$ cat config.mk
export PLATFORM = sky130hd
export DESIGN_NAME = agc_gain_ctrl
export DESIGN_NICKNAME = d
export VERILOG_FILES = /design/src/rtl/agc_gain_ctrl.sv
export SDC_FILE = /design/constraint.sdc
export NUM_CORES = 2
export LEC_CHECK = 0
export BUFFER_PORTS_ARGS = -buffer_cell sky130_fd_sc_hd__buf_2
export CAP_MARGIN = 10
export CORE_MARGIN = 10
export CORE_UTILIZATION = 25
export CTS_CLUSTER_SIZE = 14
export DETAILED_ROUTE_END_ITERATION = 16
export GPL_TIMING_DRIVEN = 0
export PLACE_DENSITY = 0.45
export SLEW_MARGIN = 20
export SYNTH_ARGS = -nofsm -noshare
export SYNTH_HDL_FRONTEND = slang
export SYNTH_SLANG_ARGS = --single-unit
export TNS_END_PERCENT = 5
$ cat constraint.sdc
create_clock -name clk -period 9.32 [get_ports clk]
set_input_delay 0.466 -clock clk [delete_from_list [all_inputs] [get_ports clk]]
set_output_delay 0.466 -clock clk [all_outputs]
set_load 0.01 [all_outputs]
$ cat src/rtl/agc_gain_ctrl.sv
// Closed-loop AGC gain stage: integrates (target - level) into a clamped gain
// register and applies that gain to the sample stream with rounding and saturation.
module agc_gain_ctrl #(
    parameter int DWIDTH    = 27,
    parameter int LWIDTH    = 48,
    parameter int GWIDTH    = 18,
    parameter int GAIN_INIT = 4096,
    parameter int GAIN_MIN  = 1,
    parameter int GAIN_MAX  = 262143,
    parameter int WARMUP    = 16
) (
    input  logic                     clk,
    input  logic                     rst,
    input  logic signed [LWIDTH-1:0] Level_In,
    input  logic                     Level_Valid,
    input  logic        [DWIDTH-1:0] Target_Level,
    input  logic        [4:0]        Step_Shift,
    input  logic                     Freeze,
    input  logic signed [DWIDTH-1:0] Sample_In,
    input  logic                     Sample_Valid,
    output logic signed [DWIDTH-1:0] Sample_Out,
    output logic                     Valid_Out,
    output logic        [GWIDTH-1:0] Gain_Out,
    output logic                     Gain_Clamped
);

    localparam int LVL_SHIFT = 14;           // Q(.,32) level -> Q(.,18)
    localparam int ERR_SHIFT = 6;            // Q(.,18) error -> Q(.,12) gain step
    localparam int GFRAC     = 12;
    localparam int EWIDTH    = DWIDTH + 1;
    localparam int SWIDTH    = EWIDTH + 2;
    localparam int PWIDTH    = DWIDTH + GWIDTH;
    localparam int CWIDTH    = $clog2(WARMUP + 1);

    localparam logic signed [SWIDTH-1:0] SUM_MAX   = SWIDTH'(GAIN_MAX);
    localparam logic signed [SWIDTH-1:0] SUM_MIN   = SWIDTH'(GAIN_MIN);
    localparam logic signed [PWIDTH:0]   OUT_MAX   = (PWIDTH+1)'(2**(DWIDTH-1) - 1);
    localparam logic signed [PWIDTH:0]   OUT_MIN   = (PWIDTH+1)'(-(2**(DWIDTH-1)));
    localparam logic signed [PWIDTH:0]   RND_HALF  = (PWIDTH+1)'(2**(GFRAC-1));

    typedef enum logic [1:0] {IDLE, TRACK, HOLD} state_t;

    state_t                    state;
    logic [CWIDTH-1:0]         warm_cnt;

    logic signed [LWIDTH-1:0]  lvl_shift;
    logic        [DWIDTH-1:0]  lvl_sat;
    logic        [DWIDTH-1:0]  lvl_q;
    logic signed [EWIDTH-1:0]  err_q;
    logic signed [EWIDTH-1:0]  delta;
    logic signed [SWIDTH-1:0]  sum;
    logic        [GWIDTH-1:0]  gain_next;
    logic                      clamp_next;
    logic                      lvl_v1;
    logic                      lvl_v2;

    logic signed [DWIDTH-1:0]  s1_sample;
    logic        [GWIDTH-1:0]  s1_gain;
    logic signed [PWIDTH-1:0]  s2_prod;
    logic signed [PWIDTH:0]    rnd_sum;
    logic signed [PWIDTH:0]    rnd_shift;
    logic signed [DWIDTH-1:0]  out_sat;
    logic                      smp_v1;
    logic                      smp_v2;

    // NOTE: every always_comb output is assigned a default first so no latch can be inferred.
    always_comb begin
        lvl_shift = Level_In >>> LVL_SHIFT;
        lvl_sat   = lvl_shift[DWIDTH-1:0];
        if (lvl_shift[LWIDTH-1]) begin
            lvl_sat = '0;
        end else if (|lvl_shift[LWIDTH-2:DWIDTH]) begin
            lvl_sat = '1;
        end
    end

    always_comb begin
        delta      = err_q >>> (ERR_SHIFT + Step_Shift);
        sum        = $signed({{(SWIDTH-GWIDTH){1'b0}}, Gain_Out}) + SWIDTH'(delta);
        gain_next  = sum[GWIDTH-1:0];
        clamp_next = 1'b0;
        if (sum > SUM_MAX) begin
            gain_next  = GWIDTH'(GAIN_MAX);
            clamp_next = 1'b1;
        end else if (sum < SUM_MIN) begin
            gain_next  = GWIDTH'(GAIN_MIN);
            clamp_next = 1'b1;
        end
    end

    always_comb begin
        rnd_sum   = (PWIDTH+1)'(s2_prod) + RND_HALF;
        rnd_shift = rnd_sum >>> GFRAC;
        out_sat   = rnd_shift[DWIDTH-1:0];
        if (rnd_shift > OUT_MAX) begin
            out_sat = OUT_MAX[DWIDTH-1:0];
        end else if (rnd_shift < OUT_MIN) begin
            out_sat = OUT_MIN[DWIDTH-1:0];
        end
    end

    // NOTE: datapath registers carry no reset; the valid bits alone flush the pipeline.
    always_ff @(posedge clk) begin
        if (Level_Valid) begin
            lvl_q <= lvl_sat;
        end
        if (lvl_v1) begin
            err_q <= $signed({1'b0, Target_Level}) - $signed({1'b0, lvl_q});
        end
        if (Sample_Valid) begin
            s1_sample <= Sample_In;
            s1_gain   <= Gain_Out;
        end
        if (smp_v1) begin
            s2_prod <= PWIDTH'(s1_sample) * PWIDTH'($signed({1'b0, s1_gain}));
        end
    end

    // Freeze kills level updates already in L1/L2 so none survive a HOLD period.
    always_ff @(posedge clk) begin
        if (rst) begin
            lvl_v1     <= 1'b0;
            lvl_v2     <= 1'b0;
            smp_v1     <= 1'b0;
            smp_v2     <= 1'b0;
            Valid_Out  <= 1'b0;
            Sample_Out <= '0;
        end else begin
            lvl_v1    <= Level_Valid & ~Freeze;
            lvl_v2    <= lvl_v1 & ~Freeze;
            smp_v1    <= Sample_Valid;
            smp_v2    <= smp_v1;
            Valid_Out <= smp_v2;
            if (smp_v2) begin
                Sample_Out <= out_sat;
            end
        end
    end

    always_ff @(posedge clk) begin
        if (rst) begin
            state        <= IDLE;
            warm_cnt     <= '0;
            Gain_Out     <= GWIDTH'(GAIN_INIT);
            Gain_Clamped <= 1'b0;
        end else begin
            unique case (state)
                IDLE: begin
                    if (lvl_v2) begin
                        warm_cnt <= warm_cnt + 1'b1;
                        if (warm_cnt == CWIDTH'(WARMUP - 1)) begin
                            state <= Freeze ? HOLD : TRACK;
                        end
                    end
                end
                TRACK: begin
                    if (lvl_v2) begin
                        Gain_Out     <= gain_next;
                        Gain_Clamped <= clamp_next;
                    end
                    if (Freeze) begin
                        state <= HOLD;
                    end
                end
                HOLD: begin
                    if (!Freeze) begin
                        state <= TRACK;
                    end
                end
                default: state <= IDLE;
            endcase
        end
    end

endmodule
# Word level (Yosys, flattened, before mapping)
# Cells that the tools add are included.
[op_classes] bitwise_logic=3 mux=13 multipliers=1 reduce_logical=5 eq_ne=7 n_lt_le_gt_ge=4 n_addsub=5 n_shift=1
[op_table] op="two-way mux 27 bit" n=3
[op_table] op="adder 45 x 13 -> 46 bit, second input constant" n=1
[op_table] op="multiplier 27 x 19 -> 45 bit" n=1
[op_table] op="two-way mux 18 bit" n=2
[op_table] op="> comparator 34 x 27 -> 1 bit, second input constant" n=1
[op_table] op="< comparator 34 x 27 -> 1 bit, second input constant" n=1
[op_table] op="adder 19 x 28 -> 29 bit" n=1
[op_table] op="> comparator 29 x 19 -> 1 bit, second input constant" n=1
[op_table] op="< comparator 29 x 2 -> 1 bit, second input constant" n=1
[op_table] op=">>> shifter 28 x 6 -> 28 bit" n=1
[op_table] op="subtractor 27 x 27 -> 28 bit" n=1
[op_table] op="two-way mux 2 bit" n=5
[op_table] op="inequality test 2 bit, second input constant" n=4
[op_table] op="OR reduction 7 bit" n=1
[op_table] op="adder 3 x 5 -> 6 bit, first input constant" n=1
[op_table] op="one-hot mux 2 bit (3 select lines)" n=1
[op_table] op="adder 5 x 1 -> 5 bit, second input constant" n=1
[op_table] op="== test 5 x 4 -> 1 bit, second input constant" n=1
[op_table] op="AND reduction 2 bit" n=2
[op_table] op="AND reduction 4 bit" n=1
[op_table] op="AND 1 bit" n=2
[op_table] op="== test 2 x 1 -> 1 bit, second input constant" n=1
[op_table] op="== test 2 bit, second input constant" n=1
[op_table] op="zero test 2 bit" n=1
[op_table] op="other kinds (2)" n=3
[word_totals] reg_bits=203 inputBits=112 elab_cells=54

# Longest topological paths before layout
[depth] ltp_word=6 mapped_depth=28 depth_no_buf=23

# Worst setup path after synthesis
# OpenSTA, ideal clock, no wires.
[synth_timing] path_kind="register to register" startpoint="register s1_sample[7]" endpoint="register s2_prod[41], data pin" setup_ps=262 period_less_slack_ps=6458 setup_slack_ps=2862 t_arrival_ps=6196 path_stages_with_launch=24 path_cell_list="edfxtp_1 clkbuf_1 and2_1 fa_1 inv_1 fa_1 fa_1 inv_1 fa_1 fa_1 inv_1 fa_1 inv_1 ha_1 and2_1 a221oi_1 nand3_1 a2bb2oi_1 a31o_2 a21oi_1 o2111ai_1 a31oi_1 o21bai_1 xor2_1"
[synth_via] elab_chain_len=1
[synth_lines] element="start, declared" line_no="57" text="logic signed [DWIDTH-1:0] s1_sample;"
[synth_lines] element="start signal, assigned" line_no="111" text="s1_sample <= Sample_In;"
[synth_lines] element="multiplier 27 x 19 -> 45 bit" line_no="115" text="s2_prod <= PWIDTH'(s1_sample) * PWIDTH'($signed({1'b0, s1_gain}));"
[synth_lines] element="end signal, assigned" line_no="115"
[synth_lines] element="end, declared" line_no="59" text="logic signed [PWIDTH-1:0] s2_prod;"
# No other way between the ends.
# A chain may end at the register's enable or synchronous reset.

# Final worst setup path
[layout_timing] startpoint="register s1_sample[7]" endpoint="register s2_prod[42], data pin"
# The elaborated chain is that of the path after synthesis.

==> impl_results.rst <==
.. list-table::
   :header-rows: 1

   * - Metric
     - Value
   * - Maximum fanout encountered on the critical timing path
     - 10
   * - Internal Pwr Total
     - approximately 5400 uW
   * - Worst hold margin
     - 0.0997 ns
   * - Top_reg_cell synth
     - sky130_fd_sc_hd__edfxtp_1
   * - Clock latency on the worst-skew pair
     - 0.54 ns
   * - Library cell occupying the most area in the post-synthesis netlist
     - sky130_fd_sc_hd__fa_1
   * - Synthesized flop and latch total
     - 192
   * - Starting density of the core
     - 25.1%
   * - Total via count after detailed routing
     - 21100
   * - Overall overflow remaining after global route
     - 0
   * - Number of hold buffers added after CTS
     - 0
   * - Worst setup path startpoint
     - s1_sample[7]
   * - Critical Path End Type
     - flop
   * - Share of total power in combinational logic
     - 77.8%
   * - Fraction of power spent switching nets
     - 50.8%
   * - Detailed Routing Iterations Pass 1
     - 5
   * - Worst Reg2Reg Path Length in Cells
     - 23
   * - FF+latch area
     - 5190 sq um
   * - Share of layout cells above drive strength 1
     - under 10%
   * - Chip Height
     - 358 um
   * - Setup slack on the worst flop-to-flop path
     - around 0.70 ns
   * - Weighted congestion reported at the end of routability-driven placement
     - 0.859
   * - Synthesized net count
     - 3814
   * - Clock transition at the registers of the reported paths
     - 0.08 ns
   * - Setup repair after global routing missed its margin
     - false
   * - Pleak
     - 0.0148 uW
   * - Maximum number of pins on one net before global-route repair
     - 47
   * - Destination of the critical timing path
     - s2_prod[42]
   * - Critical path type
     - reg -> reg
   * - Critical Path AT
     - approximately 9 ns
   * - Routed wire length
     - 88600 um
   * - Wire per inst
     - between 15 and 20 um
   * - Clock power share
     - 7.2%
   * - Post-route DRC violation count
     - 0
   * - Ratio of total power to cell area
     - 342 nW/um^2
   * - Worst-Margin Slew
     - 1.10 ns
   * - Antenna violations before repair
     - 10
   * - Top post-synthesis cells by area
     - sky130_fd_sc_hd__fa_1, sky130_fd_sc_hd__edfxtp_1, sky130_fd_sc_hd__inv_1, sky130_fd_sc_hd__and2_1, sky130_fd_sc_hd__ha_1
   * - Clk sink count
     - 192
   * - Number of pins with negative max-slew slack in the final report
     - 0
   * - Avg Inst Size Synth
     - 9.33 sq um
   * - Skew final
     - 0.0202 ns
   * - Max VDD drop
     - 0.465 mV
   * - Via count of the first global-routing pass
     - 23000
   * - Proportion of synthesized chip area in sequential cells
     - 18.1%
   * - Library cell with the highest instance count after synthesis
     - sky130_fd_sc_hd__inv_1
   * - Worst setup slack after layout
     - 0.705 ns
   * - Area Growth Syn to Fin
     - 11.3%
   * - Count of buffers added by post-CTS timing repair for setup
     - 0
   * - Data required time at the worst endpoint
     - 9.69 ns
   * - Wire length of the first global-routing pass
     - about 140000 um
   * - Die X-Extent
     - roughly 360 um
   * - Synth Warn #
     - 0
   * - Number of nets at the end of the flow
     - 3976
   * - PostCTS Resize Cnt
     - 0
   * - Count of endpoints failing setup in the final report
     - 0
   * - Portion of the clock cycle consumed by the worst path in the final layout
     - 92.4%
   * - Area of the mapped netlist
     - 28600 sq um
   * - Gr usage total
     - 14.3%
   * - Ports placed on the boundary
     - between 150 and 200
   * - Worst setup slack after placement
     - 0.853 ns
   * - Run status
     - complete, no violations
   * - Setup TNS Final
     - 0 ns
   * - Worst R2R End
     - s2_prod[42]
   * - TritonCTS clock tree
     - built
   * - Area share of the leading cell type in the synthesized netlist
     - roughly a third
   * - Filler Cell Count
     - between 10000 and 15000
   * - CTS Root Cell
     - sky130_fd_sc_hd__clkbuf_16
   * - Switching power total
     - 5550 uW
   * - Estimated wirelength of the detail-placed design
     - about 75000 um
   * - Detail-routed via count per cell
     - 4.43
   * - Max-slew headroom at the worst pin
     - a little over a quarter
   * - Post-synth ARST share
     - 0%
   * - Antenna viol nets, final
     - 0
   * - Initial DRC Count
     - 996
   * - Reg-to-reg critical path startpoint
     - s1_sample[7]
   * - Number of distinct standard cells referenced by the synthesized netlist
     - 97
   * - Worst min-delay path class
     - in -> reg
   * - Sort of element at the start of the critical path
     - flop
   * - Die Outline Area
     - around 130000 sq um
   * - Post-route minimum period
     - 8.62 ns
   * - Max-cap check violation count
     - 0
   * - Most frequent cells after synthesis
     - sky130_fd_sc_hd__inv_1, sky130_fd_sc_hd__fa_1, sky130_fd_sc_hd__and2_1
   * - Sequential power share
     - between 10% and 20%
   * - Largest buffer count on any clock path
     - 2
   * - Max Fclk
     - 116 MHz
   * - Worst hold stages
     - 1
   * - Floorplan Core Area
     - 114000 sq um
   * - Number of port buffers
     - 142
   * - Number of rows in the core area
     - 124
   * - Cell count after synthesis
     - 3070
   * - Combined area of the multi-input logic cells
     - 20500 sq um
   * - Count of flip-flops with a built-in enable after synthesis
     - 134
   * - Number of H-tree branching levels
     - 4
   * - Final Hold Violating Endpoints
     - 0
   * - Number of CTS-inserted buffers
     - 17
-- through the flow --
| stage | power [uW] | cell area (sq um) | utilization [%] | cells |
|---|---|---|---|---|
| CTS | 11200 | 31900 | 27.9 | 4757 |
| detailed placement | 10300 | 31300 | 27.4 | 4725 |
| finish | 10900 | 31900 | 27.9 | 4759 |
| global placement | 10300 | 31200 | 27.4 | 4724 |
| global route | 12400 | 31900 | 27.9 | 4757 |
| floorplan | 7940 | 28600 | - | 3070 |
-- area by class of cell --
class / count / area share [%]
buffer: 128 / 1.82
timing repair buffer: 143 / 2.32
clock inverter: 14 / 0.507
sequential: 192 / 16.3
multi-input combinational: 2116 / 64.3
inverter: 634 / 7.47
clock buffer: 18 / 1.35
tap: 1512 / 5.94
antenna: 2 / 0.0157
-- power by group through the flow --
stage	Clock (uW)	Sequential, uW	Combinational [uW]
after floorplan	0	1600	6340
after global placement	0	1660	8630
after detailed placement	0	1660	8630
after CTS	834	1640	8690
after global routing	858	1660	9900
final	789	1630	8490
-- cell usage in the layout, fill, tap and decap left out, types with 9 or more instances in the layout --
cell type and instances:
sky130_fd_sc_hd__mux2i_1 39, sky130_fd_sc_hd__and3_1 11, sky130_fd_sc_hd__a21oi_1 125, sky130_fd_sc_hd__a31oi_1 16, sky130_fd_sc_hd__nor2b_1 17, sky130_fd_sc_hd__xnor2_1 69, sky130_fd_sc_hd__inv_1 634, sky130_fd_sc_hd__o21ai_0 47
sky130_fd_sc_hd__nand4_1 9, sky130_fd_sc_hd__dfxtp_1 56, sky130_fd_sc_hd__clkbuf_16 17, sky130_fd_sc_hd__clkbuf_1 107, sky130_fd_sc_hd__edfxtp_1 134, sky130_fd_sc_hd__o21a_1 21, sky130_fd_sc_hd__nand2_1 281, sky130_fd_sc_hd__a21o_1 31
sky130_fd_sc_hd__a211oi_1 39, sky130_fd_sc_hd__xor2_1 29, sky130_fd_sc_hd__fa_1 473, sky130_fd_sc_hd__ha_1 159, sky130_fd_sc_hd__a211oi_2 10, sky130_fd_sc_hd__and2_1 323, sky130_fd_sc_hd__mux2_2 9, sky130_fd_sc_hd__o31ai_1 12
sky130_fd_sc_hd__nor2_1 179, sky130_fd_sc_hd__buf_2 147, sky130_fd_sc_hd__nor3_1 24, sky130_fd_sc_hd__nand3_1 35
-- registers in the layout, indices dropped and copies added, names as in the netlist --
name	cells
s1_sample	27
state	2
lvl_v1	1
err_q	28
smp_v2	1
Gain_Clamped	1
lvl_q	27
Sample_Out	27
warm_cnt	5
Valid_Out	1
Gain_Out	18
lvl_v2	1
s1_gain	18
s2_prod	34
smp_v1	1
-- routing by layer --
metal / routed length, um / vias to the layer above / track usage [%]
li1: - / 9949 / -
met2: 44700 / 460 / 25.4
met3: 4270 / 84 / 2.77
met4: 2350 / 12 / 4.36
met1: 37100 / 10600 / 17.4
met5: 84 / - / 0
-- kinds of logic (layout without fill, tap and decap cells) --
family	count (synthesis)	after routing	share of synthesized area [%]
simple gates	940	940	16.7
mux	57	57	2.44
buf+inv	762	937	10.3
other cells	0	2	0
compound gates	389	389	9.40
flops	192	192	18.1
xor+xnor	98	98	3.00
fa+ha+maj	632	632	40.0
-- worst max-delay path: stages, from the launching register on --
cell and delay, ns:
sky130_fd_sc_hd__edfxtp_1 0.69, sky130_fd_sc_hd__clkbuf_1 0.60, sky130_fd_sc_hd__and2_1 0.25, sky130_fd_sc_hd__fa_1 0.43, sky130_fd_sc_hd__fa_1 0.53, sky130_fd_sc_hd__inv_1 0.06, sky130_fd_sc_hd__fa_1 0.52, sky130_fd_sc_hd__inv_1 0.06
sky130_fd_sc_hd__fa_1 0.45, sky130_fd_sc_hd__ha_1 0.28, sky130_fd_sc_hd__inv_1 0.05, sky130_fd_sc_hd__fa_1 0.53, sky130_fd_sc_hd__inv_1 0.06, sky130_fd_sc_hd__ha_1 0.28, sky130_fd_sc_hd__and3_1 0.30, sky130_fd_sc_hd__nand2_1 0.09
sky130_fd_sc_hd__o31ai_1 0.69, sky130_fd_sc_hd__a2bb2oi_1 0.85, sky130_fd_sc_hd__a31oi_1 0.35, sky130_fd_sc_hd__o211ai_1 0.37, sky130_fd_sc_hd__a41oi_1 0.24, sky130_fd_sc_hd__o21bai_1 0.33, sky130_fd_sc_hd__nand3_1 0.18, sky130_fd_sc_hd__a21oi_1 0.22
-- how the worst min path moves through the flow --
stage,startpoint,endpoint,slack (ns)
6_report,Sample_In[25],s1_sample[25],0.1
5_1_grt,Sample_In[23],s1_sample[23],0.06
4_1_cts,Sample_In[25],s1_sample[25],0.04
3_5_place_dp,Sample_Out[15],Sample_Out[15],0.48
3_3_place_gp,Sample_Out[24],Sample_Out[24],0.47
2_1_floorplan,warm_cnt[3],warm_cnt[3],0.47
No activity file was read; power rests on OpenSTA's default activity.
